<file path="src/rtl/fetch_mem_responder_pkg.sv">
// Shared definitions for the fetch-side instruction memory responder.
// Latency: n/a (types and constants only).
// Backpressure: n/a.
// Contents: MMU mode encodings, MMU flag width, return-bundle layout (47 bits).
package fetch_mem_responder_pkg;

   localparam int MMU_FLAGS_W = 14;
   localparam int INST_W      = 32;
   localparam int RET_W       = 1 + MMU_FLAGS_W + INST_W;

   // MMU mode travelling with each fetch request; the responder only passes it through.
   typedef enum logic [1:0] {
      MMUMOD_NONE = 2'd0,   // translation off
      MMUMOD_L1   = 2'd1,   // single-level translation
      MMUMOD_L2   = 2'd2,   // two-level translation
      MMUMOD_RSVD = 2'd3
   } mmuMod_e;

   // One returned instruction as held in the return buffer.
   typedef struct packed {
      logic                   pageFault;
      logic [MMU_FLAGS_W-1:0] mmuFlags;
      logic [INST_W-1:0]      inst;
   } retBundle_t;

endpackage

</file>
<file path="src/rtl/fetch_mem_responder_if.sv">
// Bundles the fetch-stage and memory-side signals of the responder.
// Latency: n/a (wiring only).
// Backpressure: oFETCH_LOCK towards the fetch stage, iMEM_BUSY from memory, iINST_LOCK from the fetch stage.
// Modports: slave = responder view, master = environment (fetch stage + memory) view.
interface fetch_mem_responder_if;
   import fetch_mem_responder_pkg::*;

   logic                   iFLUSH;
   // fetch stage request side
   logic                   iFETCH_REQ;
   logic                   oFETCH_LOCK;
   mmuMod_e                iFETCH_MMUMOD;
   logic [31:0]            iFETCH_ADDR;
   // fetch stage return side
   logic                   oINST_VALID;
   logic                   oINST_PAGEFAULT;
   logic [MMU_FLAGS_W-1:0] oINST_MMU_FLAGS;
   logic [INST_W-1:0]      oINST;
   logic                   iINST_LOCK;
   // memory side
   logic                   oMEM_REQ;
   logic                   iMEM_BUSY;
   mmuMod_e                oMEM_MMUMOD;
   logic [31:0]            oMEM_ADDR;
   logic                   iMEM_VALID;
   logic                   iMEM_PAGEFAULT;
   logic [MMU_FLAGS_W-1:0] iMEM_MMU_FLAGS;
   logic [INST_W-1:0]      iMEM_DATA;

   modport slave (
      input  iFLUSH, iFETCH_REQ, iFETCH_MMUMOD, iFETCH_ADDR, iINST_LOCK,
             iMEM_BUSY, iMEM_VALID, iMEM_PAGEFAULT, iMEM_MMU_FLAGS, iMEM_DATA,
      output oFETCH_LOCK, oINST_VALID, oINST_PAGEFAULT, oINST_MMU_FLAGS, oINST,
             oMEM_REQ, oMEM_MMUMOD, oMEM_ADDR
   );

   modport master (
      output iFLUSH, iFETCH_REQ, iFETCH_MMUMOD, iFETCH_ADDR, iINST_LOCK,
             iMEM_BUSY, iMEM_VALID, iMEM_PAGEFAULT, iMEM_MMU_FLAGS, iMEM_DATA,
      input  oFETCH_LOCK, oINST_VALID, oINST_PAGEFAULT, oINST_MMU_FLAGS, oINST,
             oMEM_REQ, oMEM_MMUMOD, oMEM_ADDR
   );

endinterface

</file>
<file path="src/rtl/fetch_mem_responder_sync_fifo.sv">
// Synchronous FIFO with a whole-buffer clear (iREMOVE).
// Latency: write to readable head 1 cycle; read data is the combinational head.
// Backpressure: writes while oWR_FULL and reads while oRD_EMPTY are ignored.
// Ports: iWR_EN/iWR_DATA/oWR_FULL write side, iRD_EN/oRD_DATA/oRD_EMPTY read side, oCOUNT occupancy.
module fetch_mem_responder_sync_fifo #(
   parameter int P_N       = 47,
   parameter int P_DEPTH   = 4,
   parameter int P_DEPTH_N = 2
)(
   input  logic                 iCLOCK,
   input  logic                 inRESET,
   input  logic                 iREMOVE,
   input  logic                 iWR_EN,
   input  logic [P_N-1:0]       iWR_DATA,
   output logic                 oWR_FULL,
   input  logic                 iRD_EN,
   output logic [P_N-1:0]       oRD_DATA,
   output logic                 oRD_EMPTY,
   output logic [P_DEPTH_N:0]   oCOUNT
);

   logic [P_N-1:0]     mem [P_DEPTH];
   // One extra pointer bit separates full from empty.
   logic [P_DEPTH_N:0] wrPtr;
   logic [P_DEPTH_N:0] rdPtr;
   logic               wrFire;
   logic               rdFire;

   assign oCOUNT    = wrPtr - rdPtr;
   assign oRD_EMPTY = (wrPtr == rdPtr);
   // Depth is a power of two, so the count MSB is set exactly when full.
   assign oWR_FULL  = oCOUNT[P_DEPTH_N];
   assign oRD_DATA  = mem[rdPtr[P_DEPTH_N-1:0]];

   assign wrFire = iWR_EN && !oWR_FULL && !iREMOVE;
   assign rdFire = iRD_EN && !oRD_EMPTY && !iREMOVE;

   always_ff @(posedge iCLOCK or negedge inRESET) begin
      if (!inRESET) begin
         wrPtr <= '0;
         rdPtr <= '0;
      end else if (iREMOVE) begin
         wrPtr <= '0;
         rdPtr <= '0;
      end else begin
         if (wrFire) wrPtr <= wrPtr + 1'b1;
         if (rdFire) rdPtr <= rdPtr + 1'b1;
      end
   end

   always_ff @(posedge iCLOCK) begin
      if (wrFire) mem[wrPtr[P_DEPTH_N-1:0]] <= iWR_DATA;
   end

endmodule

</file>
<file path="src/rtl/fetch_mem_responder.sv">
// Forwards fetch requests to instruction memory and returns the responses in order, dropping pre-flush ones.
// Latency: request to memory combinational; memory response to oINST_VALID 1 cycle minimum.
// Backpressure: oFETCH_LOCK when memory is busy or in-flight + buffered reaches P_RETURN_DEPTH; iINST_LOCK holds returns.
// Ports: iCLOCK, inRESET (async active-low), bus (fetch_mem_responder_if.slave) carrying flush, fetch and memory signals.
module fetch_mem_responder
   import fetch_mem_responder_pkg::*;
#(
   parameter int P_RETURN_DEPTH   = 4,
   parameter int P_RETURN_DEPTH_N = 2
)(
   input  logic                        iCLOCK,
   input  logic                        inRESET,
   fetch_mem_responder_if.slave        bus
);

   localparam int               CNT_W   = P_RETURN_DEPTH_N + 1;
   localparam logic [CNT_W-1:0] DEPTH_C = CNT_W'(P_RETURN_DEPTH);

   logic [CNT_W-1:0] liveCnt;      // in flight, response will be kept
   logic [CNT_W-1:0] discardCnt;   // in flight, issued before a flush, response dropped
   logic [CNT_W-1:0] liveNext;
   logic [CNT_W-1:0] discardNext;
   logic [CNT_W-1:0] fifoCount;
   logic             fifoEmpty;
   logic             fifoFull;
   logic             fetchLock;
   logic             memReq;
   logic             respKeep;
   logic             respDrop;
   logic             fifoPush;
   logic             instValid;
   retBundle_t       pushBundle;
   retBundle_t       headBundle;

   // Lock looks only at held state and iMEM_BUSY; the requester gates iFETCH_REQ with it.
   assign fetchLock = bus.iMEM_BUSY || ((liveCnt + discardCnt + fifoCount) >= DEPTH_C);
   assign memReq    = bus.iFETCH_REQ && !fetchLock && !bus.iFLUSH;

   // Responses come back in issue order, so all pre-flush responses precede any kept one.
   assign respDrop  = bus.iMEM_VALID && (discardCnt != '0);
   assign respKeep  = bus.iMEM_VALID && (discardCnt == '0);
   assign fifoPush  = respKeep && !bus.iFLUSH;

   // Never present a return while locked: the fetch stage pops its address queue on valid.
   assign instValid = !fifoEmpty && !bus.iINST_LOCK && !bus.iFLUSH;

   assign pushBundle = '{pageFault: bus.iMEM_PAGEFAULT,
                         mmuFlags:  bus.iMEM_MMU_FLAGS,
                         inst:      bus.iMEM_DATA};

   always_comb begin
      liveNext    = liveCnt;
      discardNext = discardCnt;
      if (bus.iFLUSH) begin
         // Everything still in flight becomes garbage; a response this cycle retires one of them.
         discardNext = discardCnt + liveCnt - CNT_W'(bus.iMEM_VALID);
         liveNext    = '0;
      end else begin
         liveNext    = liveCnt + CNT_W'(memReq) - CNT_W'(respKeep);
         discardNext = discardCnt - CNT_W'(respDrop);
      end
   end

   always_ff @(posedge iCLOCK or negedge inRESET) begin
      if (!inRESET) begin
         liveCnt    <= '0;
         discardCnt <= '0;
      end else begin
         liveCnt    <= liveNext;
         discardCnt <= discardNext;
      end
   end

   fetch_mem_responder_sync_fifo #(
      .P_N       (RET_W),
      .P_DEPTH   (P_RETURN_DEPTH),
      .P_DEPTH_N (P_RETURN_DEPTH_N)
   ) returnFifo (
      .iCLOCK    (iCLOCK),
      .inRESET   (inRESET),
      .iREMOVE   (bus.iFLUSH),
      .iWR_EN    (fifoPush),
      .iWR_DATA  (pushBundle),
      .oWR_FULL  (fifoFull),
      .iRD_EN    (instValid),
      .oRD_DATA  (headBundle),
      .oRD_EMPTY (fifoEmpty),
      .oCOUNT    (fifoCount)
   );

   assign bus.oFETCH_LOCK     = fetchLock;
   assign bus.oMEM_REQ        = memReq;
   assign bus.oMEM_ADDR       = bus.iFETCH_ADDR;
   assign bus.oMEM_MMUMOD     = bus.iFETCH_MMUMOD;
   assign bus.oINST_VALID     = instValid;
   assign bus.oINST_PAGEFAULT = headBundle.pageFault;
   assign bus.oINST_MMU_FLAGS = headBundle.mmuFlags;
   assign bus.oINST           = headBundle.inst;

   // Protocol checks: a response needs an outstanding request, and credit keeps the buffer from overflowing.
   always @(posedge iCLOCK) begin
      if (inRESET && bus.iMEM_VALID) begin
         assert ((liveCnt != '0) || (discardCnt != '0))
            else $error("memory response with no request outstanding");
         assert (!(fifoPush && fifoFull))
            else $error("return buffer written while full");
      end
   end

endmodule

</file>
<file path="src/flat_wrapper.sv">
// flat-port wrapper written by rule: the top's interface ports become plain ports
module fetch_mem_responder_flat import fetch_mem_responder_pkg::*;
#(
   parameter int P_RETURN_DEPTH   = 4,
   parameter int P_RETURN_DEPTH_N = 2
)
  (iCLOCK, inRESET, bus_iFLUSH, bus_iFETCH_REQ, bus_iFETCH_MMUMOD, bus_iFETCH_ADDR, bus_iINST_LOCK, bus_iMEM_BUSY, bus_iMEM_VALID, bus_iMEM_PAGEFAULT, bus_iMEM_MMU_FLAGS, bus_iMEM_DATA, bus_oFETCH_LOCK, bus_oINST_VALID, bus_oINST_PAGEFAULT, bus_oINST_MMU_FLAGS, bus_oINST, bus_oMEM_REQ, bus_oMEM_MMUMOD, bus_oMEM_ADDR);
  fetch_mem_responder_if bus_i ();
  input  logic iCLOCK;
  input  logic inRESET;
  input wire logic [$bits(bus_i.iFLUSH)-1:0] bus_iFLUSH;
  input wire logic [$bits(bus_i.iFETCH_REQ)-1:0] bus_iFETCH_REQ;
  input wire logic [$bits(bus_i.iFETCH_MMUMOD)-1:0] bus_iFETCH_MMUMOD;
  input wire logic [$bits(bus_i.iFETCH_ADDR)-1:0] bus_iFETCH_ADDR;
  input wire logic [$bits(bus_i.iINST_LOCK)-1:0] bus_iINST_LOCK;
  input wire logic [$bits(bus_i.iMEM_BUSY)-1:0] bus_iMEM_BUSY;
  input wire logic [$bits(bus_i.iMEM_VALID)-1:0] bus_iMEM_VALID;
  input wire logic [$bits(bus_i.iMEM_PAGEFAULT)-1:0] bus_iMEM_PAGEFAULT;
  input wire logic [$bits(bus_i.iMEM_MMU_FLAGS)-1:0] bus_iMEM_MMU_FLAGS;
  input wire logic [$bits(bus_i.iMEM_DATA)-1:0] bus_iMEM_DATA;
  output wire logic [$bits(bus_i.oFETCH_LOCK)-1:0] bus_oFETCH_LOCK;
  output wire logic [$bits(bus_i.oINST_VALID)-1:0] bus_oINST_VALID;
  output wire logic [$bits(bus_i.oINST_PAGEFAULT)-1:0] bus_oINST_PAGEFAULT;
  output wire logic [$bits(bus_i.oINST_MMU_FLAGS)-1:0] bus_oINST_MMU_FLAGS;
  output wire logic [$bits(bus_i.oINST)-1:0] bus_oINST;
  output wire logic [$bits(bus_i.oMEM_REQ)-1:0] bus_oMEM_REQ;
  output wire logic [$bits(bus_i.oMEM_MMUMOD)-1:0] bus_oMEM_MMUMOD;
  output wire logic [$bits(bus_i.oMEM_ADDR)-1:0] bus_oMEM_ADDR;
  assign bus_i.iFLUSH = bus_iFLUSH;
  assign bus_i.iFETCH_REQ = bus_iFETCH_REQ;
  assign bus_i.iFETCH_MMUMOD = bus_iFETCH_MMUMOD;
  assign bus_i.iFETCH_ADDR = bus_iFETCH_ADDR;
  assign bus_i.iINST_LOCK = bus_iINST_LOCK;
  assign bus_i.iMEM_BUSY = bus_iMEM_BUSY;
  assign bus_i.iMEM_VALID = bus_iMEM_VALID;
  assign bus_i.iMEM_PAGEFAULT = bus_iMEM_PAGEFAULT;
  assign bus_i.iMEM_MMU_FLAGS = bus_iMEM_MMU_FLAGS;
  assign bus_i.iMEM_DATA = bus_iMEM_DATA;
  assign bus_oFETCH_LOCK = bus_i.oFETCH_LOCK;
  assign bus_oINST_VALID = bus_i.oINST_VALID;
  assign bus_oINST_PAGEFAULT = bus_i.oINST_PAGEFAULT;
  assign bus_oINST_MMU_FLAGS = bus_i.oINST_MMU_FLAGS;
  assign bus_oINST = bus_i.oINST;
  assign bus_oMEM_REQ = bus_i.oMEM_REQ;
  assign bus_oMEM_MMUMOD = bus_i.oMEM_MMUMOD;
  assign bus_oMEM_ADDR = bus_i.oMEM_ADDR;
  fetch_mem_responder #(.P_RETURN_DEPTH(P_RETURN_DEPTH), .P_RETURN_DEPTH_N(P_RETURN_DEPTH_N)) u_core (.iCLOCK(iCLOCK), .inRESET(inRESET), .bus(bus_i));
endmodule
</file>
<file path="config.mk">
export PLATFORM = sky130hd
export DESIGN_NAME = fetch_mem_responder_flat
export DESIGN_NICKNAME = d
export VERILOG_FILES = /design/src/rtl/fetch_mem_responder_pkg.sv /design/src/rtl/fetch_mem_responder_if.sv /design/src/rtl/fetch_mem_responder_sync_fifo.sv /design/src/rtl/fetch_mem_responder.sv /design/src/flat_wrapper.sv
export SDC_FILE = /design/constraint.sdc
export NUM_CORES = 1
export LEC_CHECK = 0
export ABC_CLOCK_PERIOD_IN_PS = 7750
export BUFFER_PORTS_ARGS = -buffer_cell sky130_fd_sc_hd__buf_2
export CAP_MARGIN = 0
export CELL_PAD_IN_SITES_DETAIL_PLACEMENT = 1
export CELL_PAD_IN_SITES_GLOBAL_PLACEMENT = 1
export CORE_UTILIZATION = 40
export DETAILED_ROUTE_END_ITERATION = 6
export HOLD_SLACK_MARGIN = 0.06
export PLACE_DENSITY = 0.82
export SYNTH_ARGS = -nofsm -noshare
export SYNTH_HDL_FRONTEND = slang
export SYNTH_SLANG_ARGS = --single-unit
export TNS_END_PERCENT = 30
</file>
<file path="constraint.sdc">
create_clock -name iCLOCK -period 7.75 [get_ports iCLOCK]
set_input_delay 0.3875 -clock iCLOCK [delete_from_list [all_inputs] [get_ports iCLOCK]]
set_output_delay 0.3875 -clock iCLOCK [all_outputs]
set_load 0.05 [all_outputs]
</file>
Word-level counts from Yosys, hierarchy flattened
Memories as Yosys holds them, arrays and structs flattened.
Index checks and enable logic that the tools add are counted.
{"block": "totals", "out_inout_bits": 84, "mem_count": 1, "register_bits": 12, "ramBits": 188}
{"name": "u_core.returnFifo.mem", "words": 4, "width": 47, "rd": 1, "rd_ports_with_merged_regs": 0, "write_ports": 1, "line": "fetch_mem_responder_sync_fifo.sv:22", "rtl": "logic [P_N-1:0] mem [P_DEPTH];"}
{"block": "classes", "n_mux": 8, "add_sub_neg": 9, "reduce_logical": 21, "eq_ne": 1, "order_cmp": 1}
{"operator": "$mux W3", "count": 6}
{"operator": "$logic_and A1 B1 Y1", "count": 11}
{"operator": "$sub A3 B1 Y3", "count": 3}
{"operator": "$add A3 B1 Y3 const B", "count": 2}
{"operator": "$add A3 B3 Y3", "count": 2}
{"operator": "$logic_not A1 Y1", "count": 5}
{"operator": "$reduce_bool A2 Y1", "count": 2}
{"operator": "$add A3 B1 Y3", "count": 1}
{"operator": "$eq A3 B3 Y1", "count": 1}
{"operator": "$ge A3 B3 Y1 const B", "count": 1}
{"operator": "$logic_not A3 Y1", "count": 1}
{"operator": "$reduce_bool A3 Y1", "count": 1}
{"operator": "$sub A3 B3 Y3", "count": 1}
{"operator": "$mux W1", "count": 2}
{"operator": "$logic_or A1 B1 Y1", "count": 1}

Logic depth before layout (Yosys ltp)
Gate-level depths: netlist (run 1).
{"block": "logic_depth", "ltp_word": 10, "ltp_mapped": 15, "ltp_nobuf": 15}

Cells and area by module
A second synthesis (run 1) with hierarchy kept.
{"block": "unflattened", "cells_unflattened": 379, "area_unflattened_um2": 8097.8}
{"mod": "fetch_mem_responder_sync_fifo", "seq_area_each_um2": 5795.6, "instances": 1, "area_each_um2": 7344.5, "cells_each": 300}
{"mod": "fetch_mem_responder", "seq_area_each_um2": 150.1, "instances": 1, "area_each_um2": 753.2, "cells_each": 79}

Least setup slack after synthesis (run 1)
OpenSTA, ideal clock, no wires.
{"block": "synth_timing", "kind": "reg2reg", "start": "register u_core.returnFifo.rdPtr[1]", "end": "register u_core.liveCnt[2]", "setup_time_ns": 0.134, "stages_incl_launch_ff": 16, "path_slack_ns": 4.161, "n_path_buf": 2, "period_less_slack_ns": 3.589, "t_arrival_ns": 3.454, "path_cell_list": "dfrtp_1 buf_1 buf_2 inv_1 fa_1 ha_1 a31oi_1 xnor3_1 or2_1 ha_1 inv_1 ha_1 inv_1 fa_1 xnor2_1 nor2_1"}
{"block": "synth_via", "elab_chain_cells": 10}
{"element": "start, declared", "line": "fetch_mem_responder_sync_fifo.sv:25", "rtl": "logic [P_DEPTH_N:0] rdPtr;"}
{"element": "start signal, assigned", "line": "fetch_mem_responder_sync_fifo.sv:47", "rtl": "if (rdFire) rdPtr <= rdPtr + 1'b1;"}
{"element": "$sub A3 B3 Y3", "line": "fetch_mem_responder_sync_fifo.sv:29", "rtl": "assign oCOUNT = wrPtr - rdPtr;"}
{"element": "$add A3 B3 Y3", "line": "fetch_mem_responder.sv:36", "rtl": "assign fetchLock = bus.iMEM_BUSY || ((liveCnt + discardCnt + fifoCount) >= DEPTH_C);"}
{"element": "$ge A3 B3 Y1", "line": "fetch_mem_responder.sv:36"}
{"element": "$logic_or A1 B1 Y1", "line": "fetch_mem_responder.sv:36"}
{"element": "$logic_not A1 Y1", "line": "fetch_mem_responder.sv:37", "rtl": "assign memReq = bus.iFETCH_REQ && !fetchLock && !bus.iFLUSH;"}
{"element": "$logic_and A1 B1 Y1 (2 in a row)", "line": "fetch_mem_responder.sv:37"}
{"element": "$add A3 B1 Y3", "line": "fetch_mem_responder.sv:59", "rtl": "liveNext = liveCnt + CNT_W'(memReq) - CNT_W'(respKeep);"}
{"element": "$sub A3 B1 Y3", "line": "fetch_mem_responder.sv:59"}
{"element": "$mux W3", "line": "fetch_mem_responder.sv:54", "rtl": "if (bus.iFLUSH) begin"}
{"element": "via u_core.liveNext[2]", "line": "fetch_mem_responder.sv:21", "rtl": "logic [CNT_W-1:0] liveNext;"}
{"element": "end signal, assigned", "line": "fetch_mem_responder.sv:69", "rtl": "liveCnt <= liveNext;"}
{"element": "end, declared", "line": "fetch_mem_responder.sv:19", "rtl": "logic [CNT_W-1:0] liveCnt;"}
The timed path passes the listed nets, and every way through them passes these cells.
A chain may end at the register's enable or synchronous reset.

Worst setup path after layout (run 1)
{"block": "layout_timing", "start": "register u_core.returnFifo.rdPtr[0]", "end": "register u_core.liveCnt[2]"}
The elaborated chain is that of the path after synthesis.

==> impl_metrics.py, run 1 <==
metrics = {
    "clocking": {
        "cts_max_level": 4,
        "clock-root-buffer": "clkbuf_16",
        "insertion_delay_ps": 430,
        "numCtsBuffers": 17,
        "cts_tree": "built",
        "clk_pin_slew_worst_paths_ps": 70,
        "clk_path_buf_depth": 2,
        "cts_resized": 0,
        "clock-sinks": 200,
    },
    "yosys": {
        "synth_fp_nets": 477,
        "netlist_area_um2": 7950,
        "synth.distinct_cells": 26,
        "yosysSeqAreaShare": 0.748,
        "syn_inst": 371,
        "avgSynthCellArea_um2": 21.4,
        "ys_ff_latch": 200,
        "synth_warnings": 0,
    },
    "worst_setup_path": {
        "crit_type": "reg -> reg",
        "critical-path-max-stage-delay_ps": 1100,
        "cp_top_family": "adder cells",
        "critPathBufInv": 3,
        "cp.required_ps": 8050,
        "cp_cell_sequence": "ha_1 -> inv_1 -> fa_1 -> ha_1 -> a31oi_1 -> xnor3_1 -> or2_1 -> ha_1 -> inv_1 -> ha_1 -> inv_1 -> fa_1 -> xnor2_1 -> nor2_1",
        "slowest_stage": "dfrtp_4",
        "cp_max_fo": 50,
        "r2r_setup_slack_ps": 3600,
        "cpMostUsedCell": "ha_1",
        "endpoint_kind": "flop",
        "cp.arrival_ps": 4450,
        "crit_path_start_kind": "flop",
    },
    "floorplan": {
        "coreArea_um2": 19500,
        "ios": 172,
        "die_w_um": 143,
        "rows": 51,
        "die_area_um2": 20400,
        "fp.dieH_um": 143,
        "start_util": 0.408,
    },
    "timing": {
        "timing.final.crit_period_ps": 4150,
        "setup-violations-final": 0,
        "slew_viol_final": 0,
        "setup_tns_ps": 0,
        "max_slew_margin": 0.325,
        "grt_setup_unrepaired": "false",
        "tightest_slew_ps": 1010,
        "final_hold_viol_count": 0,
        "holdWs_ps": 170,
        "min_period_over_period": 0.535,
        "fmax_mhz": 241,
        "skew_ps": 8.76,
    },
    "final_layout": {
        "ff_latch_area_um2": 5950,
        "final_common_cell": "edfxtp_1",
        "fin_nets": 560,
        "multi_input_comb_area_um2": 1650,
        "layout_common_cells": "edfxtp_1 (188), buf_2 (103), mux4_2 (47)",
        "fillers": 1813,
        "final_cells": 732,
        "areaGrowthSynthToFinish_pct": 15.1,
        "drive_above_1_share": 0.410,
    },
    "power_and_ir_drop": {
        "ir_drop_uv": 204,
        "p_switching_uw": 816,
        "internal-power_mw": 1.95,
        "p_comb_frac": 0.215,
        "p_seq_frac": 0.462,
        "p_leak_nw": 3.13,
        "powerDensity_nw_per_um2": 303,
        "power_switching_share": 0.295,
        "clkPwrFrac": 0.322,
    },
    "global_routing": {
        "antenna_found_initial": 1,
        "grt_use_met3": 0.0389,
        "grt_max_degree": 51,
        "grt_pass1_vias": 4127,
        "grt_pass1_wl_um": 23400,
        "use_met1": 0.190,
        "grtUsageTotal": 0.163,
        "grt_util_met2": 0.283,
        "grt_remaining_overflow": 0,
        "top_usage_layer": "met2",
    },
    "drt": {
        "vias": 3660,
        "dr.pass1.iters": 4,
        "routed_wl_um": 15500,
        "drt-initial-drc-count": 130,
        "post-route-drc-count": 0,
        "drtAntennaViolNets": 0,
        "wl_per_cell_um": 21.2,
        "vias_per_cell": 5.00,
    },
    "hold_path": {
        "hold_path_class": "in -> reg",
    },
    "placed_design": {
        "port_buffers": 103,
        "dp_cells": 699,
        "gp_congestion": 0.752,
        "dpl.hpwl_um": 9780,
    },
    "flow_run": {
        "drv_cap": 0,
    },
    "outcome": {
        "status": "finished, final reports clean",
    },
}
[cells in the mapped netlist]
cell,number,share of area
a21oi_1,1,0.00063
a311oi_1,1,0.0011
a31oi_1,2,0.0016
and2_1,5,0.0039
buf_1,1,0.00047
buf_2,6,0.0038
buf_4,34,0.032
clkbuf_1,4,0.0019
dfrtp_1,12,0.038
edfxtp_1,188,0.71
fa_1,3,0.0076
ha_1,15,0.024
inv_1,14,0.0066
mux2i_1,4,0.0050
mux4_2,47,0.13
nand2_1,1,0.00047
nand3_1,1,0.00063
nand4_1,1,0.00079
nor2_1,11,0.0052
nor2b_1,4,0.0031
nor3_1,1,0.00063
or2_1,2,0.0016
xnor2_1,9,0.0099
xnor3_1,1,0.0028
xor2_1,2,0.0022
xor3_2,1,0.0031
[registers in the layout, indices dropped and copies added, names as in the netlist]
signal and count:
u_core.liveCnt 3, u_core.returnFifo.rdPtr 3, u_core.returnFifo.wrPtr 3, u_core.discardCnt 3, u_core.returnFifo.mem 188
[layout make-up]
cell class / count / area share
Clock inverter: 14 / 0.0190
Timing Repair Buffer: 109 / 0.0615
Multi-Input combinational cell: 112 / 0.180
Inverter: 14 / 0.00574
Antenna cell: 1 / 0.000273
Sequential cell: 200 / 0.650
Tap cell: 265 / 0.0362
Clock buffer: 17 / 0.0465
[path summary, 6_finish.rpt]
check                                                start                           end  cells after the start
worst max register to register  u_core.returnFifo.rdPtr[0]             u_core.liveCnt[2]                     14
worst min-delay path                     bus_iMEM_DATA[30]  u_core.returnFifo.mem[0][30]                      1
max in group asynchronous                          inRESET    u_core.returnFifo.rdPtr[0]                      2
min in group asynchronous                          inRESET          u_core.discardCnt[0]                      2
worst max-delay path            u_core.returnFifo.rdPtr[0]             u_core.liveCnt[2]                     14
worst min register to register        u_core.discardCnt[2]          u_core.discardCnt[2]                      1
[power groups by stage]
stage	combinational (mW)	sequential (mW)	clock (mW)
4_1_cts	0.605	1.28	0.915
3_3_place_gp	0.576	1.30	0
2_1_floorplan	0.540	1.26	0
5_1_grt	0.636	1.29	0.948
3_5_place_dp	0.603	1.31	0
6_report	0.596	1.28	0.893
[metrics by stage]
stage / cell area, um^2 / total power, mW / utilization / worst slack, ps
finish: 9150 / 2.77 / 0.470 / 3600
global route: 9150 / 2.88 / 0.470 / 3250
CTS: 9150 / 2.80 / 0.470 / 3510
detailed placement: 8540 / 1.91 / 0.439 / 3530
global placement: 8540 / 1.88 / 0.439 / 3630
floorplan: 7950 / 1.80 / - / 4160
[cell families (layout without fill, tap and decap cells)]
family	Yosys count	count (layout)	share of synthesized area
buffers and inverters	59	154	0.0449
AO/OA/AOI/OAI	4	4	0.00330
adder cells (fa/ha/maj)	18	18	0.0312
XOR/XNOR	13	13	0.0181
AND/OR/NAND/NOR	26	26	0.0164
multiplexers	51	51	0.138
flip-flops	200	200	0.748
other	0	1	0
[routing by layer]
| layer | part of all wire | vias to the layer above |
|---|---|---|
| li1 | - | 1597 |
| met1 | 0.40 | 1897 |
| met2 | 0.52 | 134 |
| met3 | 0.055 | 32 |
| met4 | 0.022 | 0 |
| met5 | 0 | - |
[what timing repair did]
action,in CTS,in global routing
endpoints found under the setup margin,0,0
hold endpoints to repair,12,0
hold buffers,1,0
setup buffers,0,0
Power figures use the tool's default switching activity.
==> run 2: changes to the inputs <==
--- a/config.mk
+++ b/config.mk
@@ -5,7 +5,7 @@
 export SDC_FILE = /design/constraint.sdc
 export NUM_CORES = 1
 export LEC_CHECK = 0
-export ABC_CLOCK_PERIOD_IN_PS = 7750
+export ABC_CLOCK_PERIOD_IN_PS = 3360
 export BUFFER_PORTS_ARGS = -buffer_cell sky130_fd_sc_hd__buf_2
 export CAP_MARGIN = 0
 export CELL_PAD_IN_SITES_DETAIL_PLACEMENT = 1
@@ -13,7 +13,7 @@
 export CORE_UTILIZATION = 40
 export DETAILED_ROUTE_END_ITERATION = 6
 export HOLD_SLACK_MARGIN = 0.06
-export PLACE_DENSITY = 0.82
+export PLACE_DENSITY = 0.85
 export SYNTH_ARGS = -nofsm -noshare
 export SYNTH_HDL_FRONTEND = slang
 export SYNTH_SLANG_ARGS = --single-unit
==> constraint.sdc (replaced) <==
create_clock -name iCLOCK -period 3.36 [get_ports iCLOCK]
set_input_delay 0.168 -clock iCLOCK [delete_from_list [all_inputs] [get_ports iCLOCK]]
set_output_delay 0.168 -clock iCLOCK [all_outputs]
set_load 0.05 [all_outputs]
==> impl_metrics.py, run 2 (synthesis results as in run 1) <==
metrics = {
    "outcome": {
        "status": "finished, final reports clean",
    },
    "worst_setup_path": {
        "critical-path-max-stage-delay_ps": 530,
        "cp.arrival_ps": 3650,
        "crit_path_start_kind": "flop",
        "slowest_stage": "fa_2",
        "crit_type": "reg -> reg",
        "cp_max_fo": 3,
        "critPathBufInv": 4,
        "cp_top_family": "adder cells",
        "cp.required_ps": 3660,
        "endpoint_kind": "flop",
        "cp_cell_sequence": "inv_1 -> ha_1 -> inv_1 -> fa_1 -> ha_1 -> a31oi_1 -> xnor3_1 -> or2_1 -> ha_1 -> inv_1 -> ha_1 -> inv_1 -> fa_2 -> nor2_1",
    },
    "drt": {
        "vias_per_cell": 4.95,
        "vias": 3894,
        "wl_per_cell_um": 20.6,
        "post-route-drc-count": 0,
        "routed_wl_um": 16200,
        "dr.pass1.iters": 4,
        "drtAntennaViolNets": 0,
        "drt-initial-drc-count": 112,
    },
    "global_routing": {
        "grt_pass1_vias": 4522,
        "grtUsageTotal": 0.167,
        "grt_max_degree": 50,
        "grt_pass1_wl_um": 24500,
        "antenna_found_initial": 0,
        "grt_remaining_overflow": 0,
    },
    "timing": {
        "grt_setup_unrepaired": "true",
        "slew_viol_final": 0,
        "skew_ps": 10.4,
        "max_slew_margin": 0.347,
        "min_period_over_period": 0.995,
        "tightest_slew_ps": 980,
        "fmax_mhz": 299,
        "timing.final.crit_period_ps": 3340,
        "setup_slack_ps": 15.7,
        "final_hold_viol_count": 0,
        "setup-violations-final": 0,
    },
    "clocking": {
        "cts_max_level": 4,
        "numCtsBuffers": 17,
        "insertion_delay_ps": 420,
        "clk_path_buf_depth": 2,
        "cts_tree": "built",
        "clock-root-buffer": "clkbuf_16",
        "clock-sinks": 200,
        "clk_pin_slew_worst_paths_ps": 70,
    },
    "floorplan": {
        "start_util": 0.408,
        "ios": 172,
        "coreArea_um2": 19500,
        "die_w_um": 143,
        "rows": 51,
        "die_area_um2": 20400,
        "fp.dieH_um": 143,
    },
    "placed_design": {
        "port_buffers": 103,
        "dpl.hpwl_um": 10200,
        "placed_area_um2": 8630,
        "dp_slack_ps": -58.6,
        "gp_congestion": 0.743,
    },
    "power_and_ir_drop": {
        "p_leak_nw": 3.35,
        "total_power_mw": 6.30,
        "powerDensity_nw_per_um2": 651,
        "ir_drop_uv": 352,
    },
    "hold_path": {
        "hold_path_class": "in -> reg",
    },
    "final_layout": {
        "drive_above_1_share": 0.387,
        "fin_nets": 615,
        "fillers": 1800,
        "stdcell_area_um2": 9680,
        "largest_register_ffs": 188,
        "layout_common_cells": "edfxtp_1 (188), buf_2 (103), dlygate4sd3_1 (48)",
        "final_common_cell": "edfxtp_1",
        "insertedDiodeCount": 0,
        "areaGrowthSynthToFinish_pct": 21.8,
    },
    "flow_run": {
        "drv_cap": 0,
    },
}
[run 2: cell types whose count changed in the layout (fill, tap and decap cells not counted)]
| cell | change |
|---|---|
| dlygate4sd3_1 | +47 |
| buf_12 | +4 |
| buf_4 | +4 |
| bufinv_16 | -3 |
| clkinv_2 | +3 |
| clkinv_4 | -3 |
| clkinv_8 | +2 |
| clkinvlp_4 | +2 |
| clkinv_1 | -1 |
| diode_2 | -1 |
| fa_1 | -1 |
| fa_2 | +1 |
| inv_6 | +1 |
[run 2: repair_timing]
action / 4_1_cts / 5_1_grt
endpoints found under the setup margin: 2 / 2
gates resized for setup: 0 / 1
hold buffers: 48 / 0
pin swaps: 1 / 1
setup buffers: 2 / 0
endpoints found under the hold margin: 200 / 0
gates cloned: 0 / 0
[run 2: worst min-delay path: stages]
cell and delay [ps]:
buf_2 90, a311oi_1 60, xnor2_1 140, nor2_1 40
[run 2: power breakdown]
group,total [mW],switching (mW),internal (mW),leakage [nW]
clock network,1.89,0.923,0.964,0.265
registers,2.86,0.0464,2.81,1.85
logic,1.56,0.962,0.594,1.24
total,6.30,1.93,4.37,3.35
[run 2: path summary, 6_finish.rpt]
| kind | to | startpoint | slack, ps | cells after the start |
|---|---|---|---|---|
| worst max-delay path | u_core.liveCnt[1] | u_core.returnFifo.wrPtr[0] | 20 | 14 |
| worst max register to register | u_core.liveCnt[1] | u_core.returnFifo.wrPtr[0] | 20 | 14 |
| worst min register to register | u_core.discardCnt[2] | u_core.discardCnt[2] | 550 | 1 |
| min in group asynchronous | u_core.discardCnt[0] | inRESET | 180 | 2 |
| worst min-delay path | u_core.returnFifo.rdPtr[2] | bus_iINST_LOCK | 110 | 4 |
| max in group asynchronous | u_core.returnFifo.rdPtr[0] | inRESET | 2920 | 2 |
[run 2: per-layer routing]
| metal | global-route usage | wire length [um] | up-vias |
|---|---|---|---|
| met2 | 0.319 | 9030 | 99 |
| met1 | 0.175 | 6140 | 2046 |
| li1 | - | - | 1713 |
| met4 | 0.0634 | 271 | 0 |
| met3 | 0.0406 | 729 | 36 |
| met5 | 0 | 0 | - |
[run 2: stage by stage]
stage / instances / util / hold slack, ps / TNS, ps
finish: 787 / 0.498 / 114 / 0
global route: 787 / 0.498 / 121 / -280
CTS: 787 / 0.497 / 92.7 / 0
detailed placement: 705 / 0.444 / 70.8 / -69.1
global placement: 705 / 0.444 / 59.3 / 0
floorplan: 371 / - / -128 / 0
[run 2: layout make-up]
cell class                 count  area, um^2  share of cell area
clock inverter                15         125              0.0129
multi-input combinational    112        1650               0.171
sequential                   200        5950               0.615
timing repair buffer         164        1140               0.118
inverter                      14        52.6             0.00543
tap                          265         332              0.0342
clock buffer                  17         425              0.0439
